`config.mk`:
```
export PLATFORM = sky130hd
export DESIGN_NAME = counter_cmd_arbiter
export DESIGN_NICKNAME = d
export VERILOG_FILES = /design/src/rtl/counter_cmd_arbiter.sv
export SDC_FILE = /design/constraint.sdc
export NUM_CORES = 1
export LEC_CHECK = 0
export BUFFER_PORTS_ARGS = -buffer_cell sky130_fd_sc_hd__buf_4
export CAP_MARGIN = 20
export CORE_MARGIN = 2
export CORE_UTILIZATION = 55
export CTS_BUF_LIST = sky130_fd_sc_hd__clkbuf_16
export DETAILED_ROUTE_END_ITERATION = 6
export MAX_ROUTING_LAYER = met4
export PLACE_DENSITY = 0.77
export SYNTH_ARGS = -nofsm -noshare
export SYNTH_HDL_FRONTEND = slang
export SYNTH_SLANG_ARGS = --single-unit
```
`constraint.sdc`:
```
create_clock -name clk -period 4.3 [get_ports clk]
set_input_delay 0.86 -clock clk [delete_from_list [all_inputs] [get_ports clk]]
set_output_delay 0.86 -clock clk [all_outputs]
set_load 0.01 [all_outputs]
```
`src/rtl/counter_cmd_arbiter.sv`:
```
// counter_cmd_arbiter: one shared up/down counter fed by NREQ round-robin
// requesters plus a lowest-priority autocount requester driven by an internal
// clock divider. Emits one-cycle event pulses for trigger-out endpoints.
//
// Ports:
//   clk, reset      - block clock, synchronous active-high reset
//   enable          - 1 runs arbitration and divider, 0 freezes everything
//   autocount       - 1 lets divider ticks raise an internal up-request
//   wrap_en         - 1 wraps at the counter limits, 0 saturates
//   req_valid       - per-requester command valid
//   req_op          - per-requester op, requester i at [2i+1:2i]
//   req_ready       - one-hot grant (combinational from req_valid)
//   count           - registered counter value
//   grant_id        - last accepted requester, 7 = autocount
//   ev_zero/ev_max  - count changed into 0 / all-ones
//   ev_wrap         - an up/down op wrapped
//   ev_overrun      - an autocount tick was lost
module counter_cmd_arbiter #(
    parameter int unsigned NREQ  = 4,
    parameter int unsigned WIDTH = 8,
    parameter int unsigned DIV   = 4194304
) (
    input  logic                 clk,
    input  logic                 reset,
    input  logic                 enable,
    input  logic                 autocount,
    input  logic                 wrap_en,
    input  logic [NREQ-1:0]      req_valid,
    input  logic [2*NREQ-1:0]    req_op,
    output logic [NREQ-1:0]      req_ready,
    output logic [WIDTH-1:0]     count,
    output logic [2:0]           grant_id,
    output logic                 ev_zero,
    output logic                 ev_max,
    output logic                 ev_wrap,
    output logic                 ev_overrun
);

    localparam int unsigned PW = 3;
    localparam int unsigned DW = (DIV > 1) ? $clog2(DIV) : 1;

    localparam logic [DW-1:0]    DIV_RELOAD = DW'(DIV - 1);
    localparam logic [WIDTH-1:0] CNT_MAX    = '1;
    localparam logic [PW-1:0]    AUTO_ID    = PW'(7);

    localparam logic [1:0] OP_NOP   = 2'b00;
    localparam logic [1:0] OP_UP    = 2'b01;
    localparam logic [1:0] OP_DOWN  = 2'b10;
    localparam logic [1:0] OP_CLEAR = 2'b11;

    logic [DW-1:0]    div_q;
    logic [DW-1:0]    div_nxt;
    logic [PW-1:0]    rr_ptr_q;
    logic [PW-1:0]    rr_ptr_nxt;
    logic             auto_pend_q;
    logic             auto_pend_nxt;
    logic [PW-1:0]    grant_nxt;
    logic [WIDTH-1:0] count_nxt;
    logic             wrap_nxt;
    logic             overrun_nxt;

    logic [7:0]       valid_pad;
    logic [15:0]      op_pad;
    logic [PW-1:0]    scan_idx;
    logic [PW-1:0]    winner;
    logic             found;
    logic             any_valid;
    logic             xfer;
    logic             tick;
    logic             auto_svc;
    logic [1:0]       win_op;
    logic [1:0]       op_sel;

    // Round-robin scan starting at rr_ptr; first valid index wins.
    always_comb begin
        valid_pad = 8'(req_valid);
        op_pad    = 16'(req_op);
        found     = 1'b0;
        winner    = '0;
        scan_idx  = '0;
        for (int unsigned k = 0; k < NREQ; k++) begin
            scan_idx = PW'((32'(rr_ptr_q) + k) % NREQ);
            if (!found && valid_pad[scan_idx]) begin
                found  = 1'b1;
                winner = scan_idx;
            end
        end
    end

    // Grant qualification; reset and enable=0 suppress any transfer.
    always_comb begin
        any_valid = |req_valid;
        xfer      = enable & ~reset & found;
        win_op    = op_pad[{winner, 1'b0} +: 2];
        for (int unsigned i = 0; i < NREQ; i++) begin
            req_ready[i] = xfer && (winner == PW'(i));
        end
    end

    // Divider tick and autocount servicing (only when no external request).
    always_comb begin
        tick     = enable & (div_q == '0);
        auto_svc = enable & ~reset & autocount & auto_pend_q & ~any_valid;
        op_sel   = OP_NOP;
        if (xfer) begin
            op_sel = win_op;
        end else if (auto_svc) begin
            op_sel = OP_UP;
        end
    end

    // Divider next value: free-running down-counter with reload at zero.
    always_comb begin
        div_nxt = div_q;
        if (enable) begin
            div_nxt = (div_q == '0) ? DIV_RELOAD : div_q - DW'(1);
        end
    end

    // Pending autocount request; a tick landing on an unserviced pending
    // request is dropped and reported as an overrun.
    always_comb begin
        auto_pend_nxt = auto_pend_q;
        overrun_nxt   = 1'b0;
        if (enable) begin
            if (!autocount) begin
                auto_pend_nxt = 1'b0;
            end else if (tick) begin
                overrun_nxt   = auto_pend_q & ~auto_svc;
                auto_pend_nxt = 1'b1;
            end else if (auto_svc) begin
                auto_pend_nxt = 1'b0;
            end
        end
    end

    // Counter op application with wrap/saturate at the limits.
    always_comb begin
        count_nxt = count;
        wrap_nxt  = 1'b0;
        case (op_sel)
            OP_UP: begin
                if (count == CNT_MAX) begin
                    if (wrap_en) begin
                        count_nxt = '0;
                        wrap_nxt  = 1'b1;
                    end
                end else begin
                    count_nxt = count + WIDTH'(1);
                end
            end
            OP_DOWN: begin
                if (count == '0) begin
                    if (wrap_en) begin
                        count_nxt = CNT_MAX;
                        wrap_nxt  = 1'b1;
                    end
                end else begin
                    count_nxt = count - WIDTH'(1);
                end
            end
            OP_CLEAR: count_nxt = '0;
            default:  count_nxt = count;
        endcase
    end

    // Round-robin pointer and grant id bookkeeping.
    always_comb begin
        rr_ptr_nxt = rr_ptr_q;
        grant_nxt  = grant_id;
        if (xfer) begin
            rr_ptr_nxt = PW'((32'(winner) + 32'd1) % NREQ);
            grant_nxt  = winner;
        end else if (auto_svc) begin
            grant_nxt  = AUTO_ID;
        end
    end

    // State and registered outputs; events coincide with the new count.
    always_ff @(posedge clk) begin
        if (reset) begin
            div_q       <= DIV_RELOAD;
            rr_ptr_q    <= '0;
            auto_pend_q <= 1'b0;
            count       <= '0;
            grant_id    <= '0;
            ev_zero     <= 1'b0;
            ev_max      <= 1'b0;
            ev_wrap     <= 1'b0;
            ev_overrun  <= 1'b0;
        end else begin
            div_q       <= div_nxt;
            rr_ptr_q    <= rr_ptr_nxt;
            auto_pend_q <= auto_pend_nxt;
            count       <= count_nxt;
            grant_id    <= grant_nxt;
            ev_zero     <= (count_nxt == '0) && (count != '0);
            ev_max      <= (count_nxt == CNT_MAX) && (count != CNT_MAX);
            ev_wrap     <= wrap_nxt;
            ev_overrun  <= overrun_nxt;
        end
    end

endmodule

```
==> impl_results.md <==
* Run status: completed
* Vias in the first global route at between 2000 and 2500
* Clock Sinks at 40
* H-tree depth at 2
* RSZ-0062 raised after global routing: false
* Crit end category: flip-flop
* Final min period at approximately 3.7 ns
* Area contributors post-synth: dfxtp_1 32%, nand2_1 6.7%, ha_1 5.5%
* Crit-path most repeated cell: buf_4
* Post-Syn Area at approximately 2500 sq um
* Worst flop-to-flop path startpoint: rr_ptr_q[1]
* Clk buf depth at 2
* Synth top cells by count: 45 x nand2_1, 40 x dfxtp_1, 27 x nor2_1
* Ant diodes at 0
* Worst-Skew Late Latency at 0.28 ns
* Final Max Tran Viols at 0
* Synthesized Nets at between 300 and 400
* Port bufs at 35
* Slew @ Worst Pin at about 0.57 ns
* Synth async-reset ratio at 0%
* Die area at between 5000 and 6000 sq um
* FF+latch count, synth at 40
* HPWL after DPL at about 4300 microns
* Overflow left after global routing at 0
* Core Rows at 24
* Grt peak-use layer: met2
* Met3 Usage GRT at 4.50%
* R2R setup slack at 0.88 ns
* Clock root buffer: clkbuf_16
* Leakage at roughly 1.1 nW
* Top-count cell post-synth: nand2_1
* CTS tree: done
* Hold path start: div_q[17]
* Hold depth at 2
* Synthesized instance count at between 300 and 400
* P per Cell Area at 317 nW/um^2
* Worst vdd ir at ~0.00038 V
* Drt drc at 0
* Worst Path Required at 4.52 ns
* Top cell type's share of synthesized area at 31.8%
* Gpl congestion at 1.01
* Post-CTS Resized at 0
* Worst path slowest cell: nor4_2
* CTS Buf Count at 5
* Worst R2R End: ev_max
* Post-cts hold buffer count at 0
* Critical Path, Cell by Cell: buf_4 > nor4_1 > buf_4 > nor4_2 > inv_1 > mux4_2 > nand2_1 > ha_1 > buf_4 > o31a_1 > a221oi_1 > o22ai_1 > nor4_1 > and4b_1
* Fill cell count at 357
* Postcts setup bufs at 0
* Final Hold Fails at 0
* Fin crit share at 85.6%
* Sum Neg Setup Slack at 0 ns
* Initial antenna violation count at 0
* Pre-CTS setup slack at 0.361 ns
* Crit path arrival time at between 3 and 4 ns
* Num ports at 36
* Worst relative slew slack at 61.8%
* Skew final at about 0.005 ns
* Critical path class: input port to flip-flop
* Synth Area per Inst at 8.15 sq um
* Max_cap viols at 0
* Initial core utilization at 57.4%
* First-pass GRT wire length at 9790 microns
* Crit path max fanout at 14
* Number of DRC markers in iteration 0 at 228
* R2r worst-path depth at 13
* Slowest stage delay, CP at approximately 0.46 ns
* Core area at 4380 sq um
* Synth unique cells at 62
* Via/cell ratio at 5.91
* Wire length per cell at 14.7 microns
* Number of synthesis warnings at 0
* Post-synth top area cell: dfxtp_1
* Die W at 71.7 microns
* Vias at between 2000 and 2500
* Layout area overhead at 17.7%
* Number of synthesized flops with an enable pin at 0
* Met2 usage at 38.5%
* Final setup violation count at 0
* Pre-antenna DRT Iters at 4
* Fmax at 272 MHz
* Largest net degree at the start of global routing at 21
* Total Routed Length at 5820 microns
* Die Span Y at between 70 and 80 microns
* Clock slew at reported path FFs at 0.05 ns
* HP Class: flip-flop to flip-flop
* Worst setup SP type: input port
* Register area share after synthesis at 31.8%
* Share of post-route cells with drive strength above 1 at 17.8%
* All-Layer GR Usage at 24.3%
* Hold EP: div_q[17]
* Final worst slack at 0.619 ns
* # nets final at 371
* Grt met1 use at roughly a third
* Primary FF master, synth: dfxtp_1
* Final ANT Viol Nets at 0
[through the flow]
stage                     power (mW)  util [%]  hold slack, ns  area (sq um)  instances
final                          0.940      67.6           0.500          2960        395
after floorplan                0.536         -           0.443          2520        309
after CTS                      0.943      67.6           0.498          2960        395
after detailed placement       0.600      64.5           0.482          2830        388
after global routing           0.986      67.6           0.514          2960        395
after global placement         0.599      64.5           0.464          2830        388
[registers in the layout, indices dropped and copies added, names as in the netlist]
signal	cells
auto_pend_q	1
count	8
div_q	22
ev_max	1
ev_overrun	1
ev_wrap	1
ev_zero	1
grant_id	3
rr_ptr_q	2
[critical path, delay by kind of cell]
kind                     cells  cell delay (ns)
AND/OR/NAND/NOR              5             1.11
AO/OA/AOI/OAI                3             0.69
buffers and inverters        4             0.63
multiplexers                 1             0.38
adder cells (fa/ha/maj)      1             0.24
[per-layer routing]
| metal | wire length, microns | up-vias |
|---|---|---|
| li1 | - | 1175 |
| met1 | 2700 | 1077 |
| met2 | 2720 | 77 |
| met3 | 353 | 6 |
| met4 | 46 | 0 |
| met5 | 0 | - |
[cell families after synthesis]
family	share of synthesized area, %
XOR/XNOR	6.96
multiplexers	3.38
AO/OA/AOI/OAI	15.1
adder cells (fa/ha/maj)	5.47
flip-flops	31.8
buffers and inverters	4.52
AND/OR/NAND/NOR	32.8
[area by class of cell]
class                      instances  area, sq um  area share [%]
clock buffer                       5          125            4.22
clock inverter                     2         8.76           0.296
inverter                          14         52.6            1.77
multi-input combinational        241         1600            54.1
sequential                        40          801            27.0
tap                               52         65.1            2.20
timing repair buffer              41          308            10.4
[power by group]
part	switching [mW]	internal (mW)
Clock	0.134	0.208
Combinational	0.110	0.0884
Sequential	0.0168	0.382
Total	0.261	0.678
[cells in the final DEF (no fill, tap or decap), types with 6 or more instances in the layout]
cell type  instances
dfxtp_1           40
nand3_1            7
buf_4             41
ha_1              11
nand2_1           45
o21ai_0            8
nor4_1             6
nand2b_1           8
and2_1             6
nor2_1            27
a21oi_1           12
xor2_1             9
nor3_1            11
xnor2_1           11
inv_1             14
[worst max path at each step]
stage	startpoint	to	cells past startpoint
5_1_grt	req_valid[1]	ev_max	14
4_1_cts	req_valid[0]	ev_max	14
6_report	req_valid[0]	ev_max	14
2_1_floorplan	req_valid[3]	ev_max	12
3_5_place_dp	req_valid[0]	ev_max	14
3_3_place_gp	req_valid[0]	ev_max	14
Note: power is estimated with default switching activity, not from simulation.
